## src/rtl/regfile_sb.sv

```systemverilog
// regfile_sb: integer register file for the pipelined core. It has a busy
// scoreboard so decode can detect RAW and WAW hazards.
//
// Register 0 always reads as zero and writes to it are discarded. There are
// two combinational read ports and one synchronous writeback port. The
// writeback can optionally be forwarded to the read ports in the same cycle.
//
// Ports:
//   clk                 rising-edge clock
//   reset               synchronous reset, active low
//   rd_addr1/rd_addr2   read addresses
//   rd_data1/rd_data2   read data (combinational)
//   iss_valid           decode requests issue
//   iss_use1/iss_use2   issuing instruction reads rd_addr1 / rd_addr2
//   iss_wr/iss_rd       issuing instruction writes destination iss_rd
//   iss_ready           issue accepted this cycle (no hazard)
//   wb_en/wb_addr/wb_data  writeback strobe, address, data
//   busy_vec            bit i set = register i has a pending write
module regfile_sb #(
  parameter int unsigned XLEN   = 32,
  parameter int unsigned NREGS  = 32,
  parameter int unsigned AW     = $clog2(NREGS),
  parameter int unsigned BYPASS = 1
) (
  input  logic             clk,
  input  logic             reset,
  input  logic [AW-1:0]    rd_addr1,
  input  logic [AW-1:0]    rd_addr2,
  output logic [XLEN-1:0]  rd_data1,
  output logic [XLEN-1:0]  rd_data2,
  input  logic             iss_valid,
  input  logic             iss_use1,
  input  logic             iss_use2,
  input  logic             iss_wr,
  input  logic [AW-1:0]    iss_rd,
  output logic             iss_ready,
  input  logic             wb_en,
  input  logic [AW-1:0]    wb_addr,
  input  logic [XLEN-1:0]  wb_data,
  output logic [NREGS-1:0] busy_vec
);

  logic [XLEN-1:0]  regs [NREGS];
  logic [NREGS-1:0] busy;
  logic [NREGS-1:0] busy_nxt;
  logic [NREGS-1:0] wb_hit;
  logic [NREGS-1:0] busy_eff;
  logic             raw;
  logic             waw;

  // Storage. Entry 0 is never written, and the read mux masks it anyway.
  always_ff @(posedge clk) begin
    if (!reset) begin
      regs <= '{default: '0};
    end else if (wb_en && (wb_addr != '0)) begin
      regs[wb_addr] <= wb_data;
    end
  end

  // Read ports. Address 0 is handled before the bypass check, so a discarded
  // write to x0 is never forwarded.
  always_comb begin
    rd_data1 = regs[rd_addr1];
    if (rd_addr1 == '0) begin
      rd_data1 = '0;
    end else if ((BYPASS != 0) && wb_en && (wb_addr == rd_addr1)) begin
      rd_data1 = wb_data;
    end
  end

  always_comb begin
    rd_data2 = regs[rd_addr2];
    if (rd_addr2 == '0) begin
      rd_data2 = '0;
    end else if ((BYPASS != 0) && wb_en && (wb_addr == rd_addr2)) begin
      rd_data2 = wb_data;
    end
  end

  // Hazard view of the scoreboard. With bypass, a register that completes
  // writeback this cycle is already readable, so it no longer blocks issue.
  // Without bypass, the register blocks issue until the stored copy updates.
  always_comb begin
    wb_hit = '0;
    if (wb_en) begin
      wb_hit[wb_addr] = 1'b1;
    end
    busy_eff = (BYPASS != 0) ? (busy & ~wb_hit) : busy;
  end

  always_comb begin
    raw       = (iss_use1 && busy_eff[rd_addr1]) || (iss_use2 && busy_eff[rd_addr2]);
    waw       = iss_wr && busy_eff[iss_rd];
    iss_ready = iss_valid && !raw && !waw;
  end

  // The set is applied after the clear. A new writer issued in the same
  // cycle as the old writer's writeback therefore stays outstanding.
  always_comb begin
    busy_nxt = busy;
    if (wb_en && (wb_addr != '0)) begin
      busy_nxt[wb_addr] = 1'b0;
    end
    if (iss_ready && iss_wr && (iss_rd != '0)) begin
      busy_nxt[iss_rd] = 1'b1;
    end
    busy_nxt[0] = 1'b0;
  end

  always_ff @(posedge clk) begin
    if (!reset) begin
      busy <= '0;
    end else begin
      busy <= busy_nxt;
    end
  end

  assign busy_vec = busy;

endmodule

```

## config.mk

```make
export PLATFORM = sky130hd
export DESIGN_NAME = regfile_sb
export DESIGN_NICKNAME = d
export VERILOG_FILES = /design/src/rtl/regfile_sb.sv
export SDC_FILE = /design/constraint.sdc
export NUM_CORES = 2
export LEC_CHECK = 0
export CORE_ASPECT_RATIO = 0.9
export CORE_MARGIN = 2
export CORE_UTILIZATION = 30
export CTS_CLUSTER_SIZE = 24
export DETAILED_ROUTE_END_ITERATION = 8
export MAX_ROUTING_LAYER = met4
export SKIP_LAST_GASP = 1
export SYNTH_ARGS = -nofsm -noshare
export SYNTH_HDL_FRONTEND = slang
export SYNTH_SLANG_ARGS = --single-unit
```

## constraint.sdc

```tcl
create_clock -name clk -period 8.4 [get_ports clk]
set_input_delay 0.84 -clock clk [delete_from_list [all_inputs] [get_ports clk]]
set_output_delay 0.84 -clock clk [all_outputs]
set_load 0.02 [all_outputs]
```

==> results.txt <==
----------------------------------------------------
[Global routing]
  Maximum number of pins on one net before global-route repair ... 258
  First-pass GRT wire length ... 338,000 um
  GRT Resource Usage Total ... 24.3%
  Via count of the first global-routing pass ... 47,300
  Overflow left after global routing ... 0
  Antenna violations before repair ... 6

[Placed design]
  Count of port buffers added during placement ... 154
  RD Place Congestion ... 0.889
  Inst Count DP ... 8,336
  Placed inst area ... 60,800 um2
  Worst-case setup slack after placement ... 2.11 ns
  Sum of net half-perimeters after detailed placement ... 134,000 um

[STA]
  Count of endpoints failing setup in the final report ... 0
  Max transition margin ... 1.52%
  Maximum achievable frequency ... 157 MHz
  RSZ-0062 raised after global routing ... false
  Fin Clk Skew ... 0.0130 ns
  Final period demand of the worst path ... 6.35 ns
  Ratio of final minimum period to clock period ... 75.6%
  Final WS setup ... 2.05 ns
  Pins Over Slew Limit ... 0
  Number of failing hold endpoints at the final stage ... 0
  Setup tns final ... 0 ns
  Worst-Margin Slew ... 1.48 ns
  Worst hold margin ... 0.475 ns

[Clocking]
  H-tree depth ... 3
  Total clock buffers created by CTS ... 110
  CTS root buffer ... sky130_fd_sc_hd__clkbuf_16
  Clock latency on the worst-skew pair ... 0.73 ns
  CTS tree ... yes
  Setup bufs post-CTS ... 0
  Clock-pin slew on the worst setup and hold paths ... 0.06 ns
  Number of buffers between clock root and the deepest sink ... 3
  Resized cells post-CTS ... 0
  Post-CTS Hold Fix Bufs ... 0
  Total clock sinks ... 1,055

[Synth]
  Net Count, Synth ... 6,222
  Number of register bits inferred by synthesis ... 1,055
  Number of synthesized flops with an enable pin ... 0
  Post-synth design cell area ... 57,300 um2
  Commonest register cell after synthesis ... sky130_fd_sc_hd__dfxtp_1
  Synthesized instance count ... 6,163
  Warnings, synthesis ... 0
  Syn Area/Cell ... 9.30 um2
  Share of synthesized area occupied by flip-flops and latches ... 36.9%
  Distinct cell type count of the synthesized netlist ... 69
  Synth async-reset ratio ... 0%

[Power and ir drop]
  Power Total ... 11.5 mW
  Power Dens Cells ... 177 nW/um2
  Maximum resistive drop on vdd ... 0.147 mV
  Standby leakage power ... 20.2 nW

[Die]
  I/O pin count ... 156
  Site Rows ... 152
  Std-Cell Core Area ... 190,000 um2
  Die span in x ... 465 um
  Die Outline Area ... 194,000 um2
  Starting density of the core ... 30.1%
  Die H ... 419 um

[Critical path]
  Critical Path AT ... 5.51 ns
  Sort of element at the end of the critical path ... primary output
  Crit Path Max Fanout ... 64
  Critical path start-end classification ... in -> out
  Critical Path Source Type ... input pin
  Data required time of the critical path ... 7.56 ns

[Layout]
  Fillers ... 19,100
  Summed area of non-filler cells in the final layout ... 64,700 um2
  Share of layout cells above drive strength 1 ... 15.9%
  Final core utilization ... 34.0%
  Commonest non-fill, non-tap cell in the layout ... sky130_fd_sc_hd__nand2_1
  Growth of design area from synthesis to finish ... 12.9%
  Final net count ... 5,966
  Final Non-Filler Cells ... 8,539
  Highest-count cells in the layout ignoring fill and taps ... 2,023 x sky130_fd_sc_hd__nand2_1, 1,055 x sky130_fd_sc_hd__dfxtp_1, 993 x sky130_fd_sc_hd__a21boi_0

[Min path]
  Worst min-delay path class ... reg -> reg

[Outcome]
  Outcome ... finished clean

[Routing]
  Drt total wl ... 237,000 um
  DR pass1 iterations ... 6
  Antenna Violating Nets Remaining ... 0
  Vias ... 48,800
  DRC violation count after routing ... 0
  Detailed router's first-iteration violation count ... 5,545
  Detailed-route vias per instance ... 5.72
  DR WL/cell ... 27.8 um

[Job]
  Max-capacitance violation count ... 0

----------------------------------------------------
-- cell families after synthesis --
logic type                count (synthesis)  synth area share, %
xor gates and xnor gates                 10                0.153
DFF                                    1055                 36.9
other                                     1              0.00655
buffers and inverters                   674                 4.85
and+or+nand+nor                        2372                 16.4
muxes                                   727                 24.4
AOI/OAI and AO/OA                      1324                 17.3
-- cell usage after synthesis (5+ instances only) --
library cell / n / area (um2)
sky130_fd_sc_hd__buf_1: 29 / 109
sky130_fd_sc_hd__or3_1: 23 / 144
sky130_fd_sc_hd__a22oi_1: 30 / 225
sky130_fd_sc_hd__nand2b_1: 11 / 68.8
sky130_fd_sc_hd__a211oi_1: 55 / 413
sky130_fd_sc_hd__nand2_1: 2047 / 7680
sky130_fd_sc_hd__nor2_1: 139 / 522
sky130_fd_sc_hd__o21ai_0: 38 / 190
sky130_fd_sc_hd__dfxtp_1: 1055 / 21100
sky130_fd_sc_hd__mux4_2: 537 / 12100
sky130_fd_sc_hd__inv_1: 5 / 18.8
sky130_fd_sc_hd__nand3_1: 53 / 265
sky130_fd_sc_hd__a21boi_0: 993 / 7450
sky130_fd_sc_hd__buf_2: 65 / 325
sky130_fd_sc_hd__a221oi_1: 75 / 657
sky130_fd_sc_hd__clkbuf_1: 521 / 1960
sky130_fd_sc_hd__xor2_1: 8 / 70.1
sky130_fd_sc_hd__clkbuf_2: 18 / 90.1
sky130_fd_sc_hd__nor2b_1: 12 / 75.1
sky130_fd_sc_hd__buf_4: 30 / 225
sky130_fd_sc_hd__and2_1: 36 / 225
sky130_fd_sc_hd__nor4_1: 6 / 37.5
sky130_fd_sc_hd__o31ai_1: 7 / 52.6
sky130_fd_sc_hd__nand4_1: 9 / 56.3
sky130_fd_sc_hd__o211ai_1: 37 / 278
sky130_fd_sc_hd__a21oi_1: 30 / 150
sky130_fd_sc_hd__o21ai_1: 22 / 110
sky130_fd_sc_hd__o2111ai_1: 10 / 87.6
sky130_fd_sc_hd__mux2i_1: 188 / 1880
-- power by group --
| group | total, mW | switching, mW | internal, mW |
|---|---|---|---|
| clock network | 5.33 | 2.18 | 3.15 |
| logic | 1.07 | 0.704 | 0.369 |
| registers | 5.07 | 0.0281 | 5.04 |
-- sequential cells by signal, summed over array words and instances (netlist names) --
name      cells
regs       1024
busy_vec     31
-- cell type report --
class / instances / area, um2 / share of cell area [%]
repair buffers: 299 / 2760 / 4.26
flip-flops and latches: 1055 / 21100 / 32.6
inverters: 7 / 26.3 / 0.0406
clock buffers: 155 / 3170 / 4.91
clock inverters: 45 / 694 / 1.07
multi-input cells: 4434 / 33700 / 52.2
well taps: 2541 / 3180 / 4.91
diodes: 3 / 7.51 / 0.0116
-- critical path, cell delays in order --
cell and delay, ns:
sky130_fd_sc_hd__clkdlybuf4s50_1 0.84, sky130_fd_sc_hd__xor2_1 0.32, sky130_fd_sc_hd__nor4_1 0.50, sky130_fd_sc_hd__nand3_4 0.78, sky130_fd_sc_hd__a211oi_1 1.30, sky130_fd_sc_hd__clkdlybuf4s50_1 0.81
-- path summary, 6_finish.rpt --
path | from | endpoint | slack [ns] | cells past startpoint
setup / recovery | wb_addr[2] | rd_data2[20] | 2.05 | 6
hold / removal | regs[697]$_SDFFE_PN0P_ | regs[697]$_SDFFE_PN0P_ | 0.48 | 2
setup reg to reg | busy_vec[19]$_SDFF_PN0_ | busy_vec[28]$_SDFF_PN0_ | 5.49 | 6
hold reg to reg | regs[697]$_SDFFE_PN0P_ | regs[697]$_SDFFE_PN0P_ | 0.48 | 2
-- per-layer routing --
layer | track usage (%) | share of wire [%]
met1 | 27.7 | 37
met2 | 39.4 | 47
met3 | 4.38 | 8.3
met4 | 15.8 | 7.4
met5 | - | 0
No activity file was read; power rests on OpenSTA's default activity.
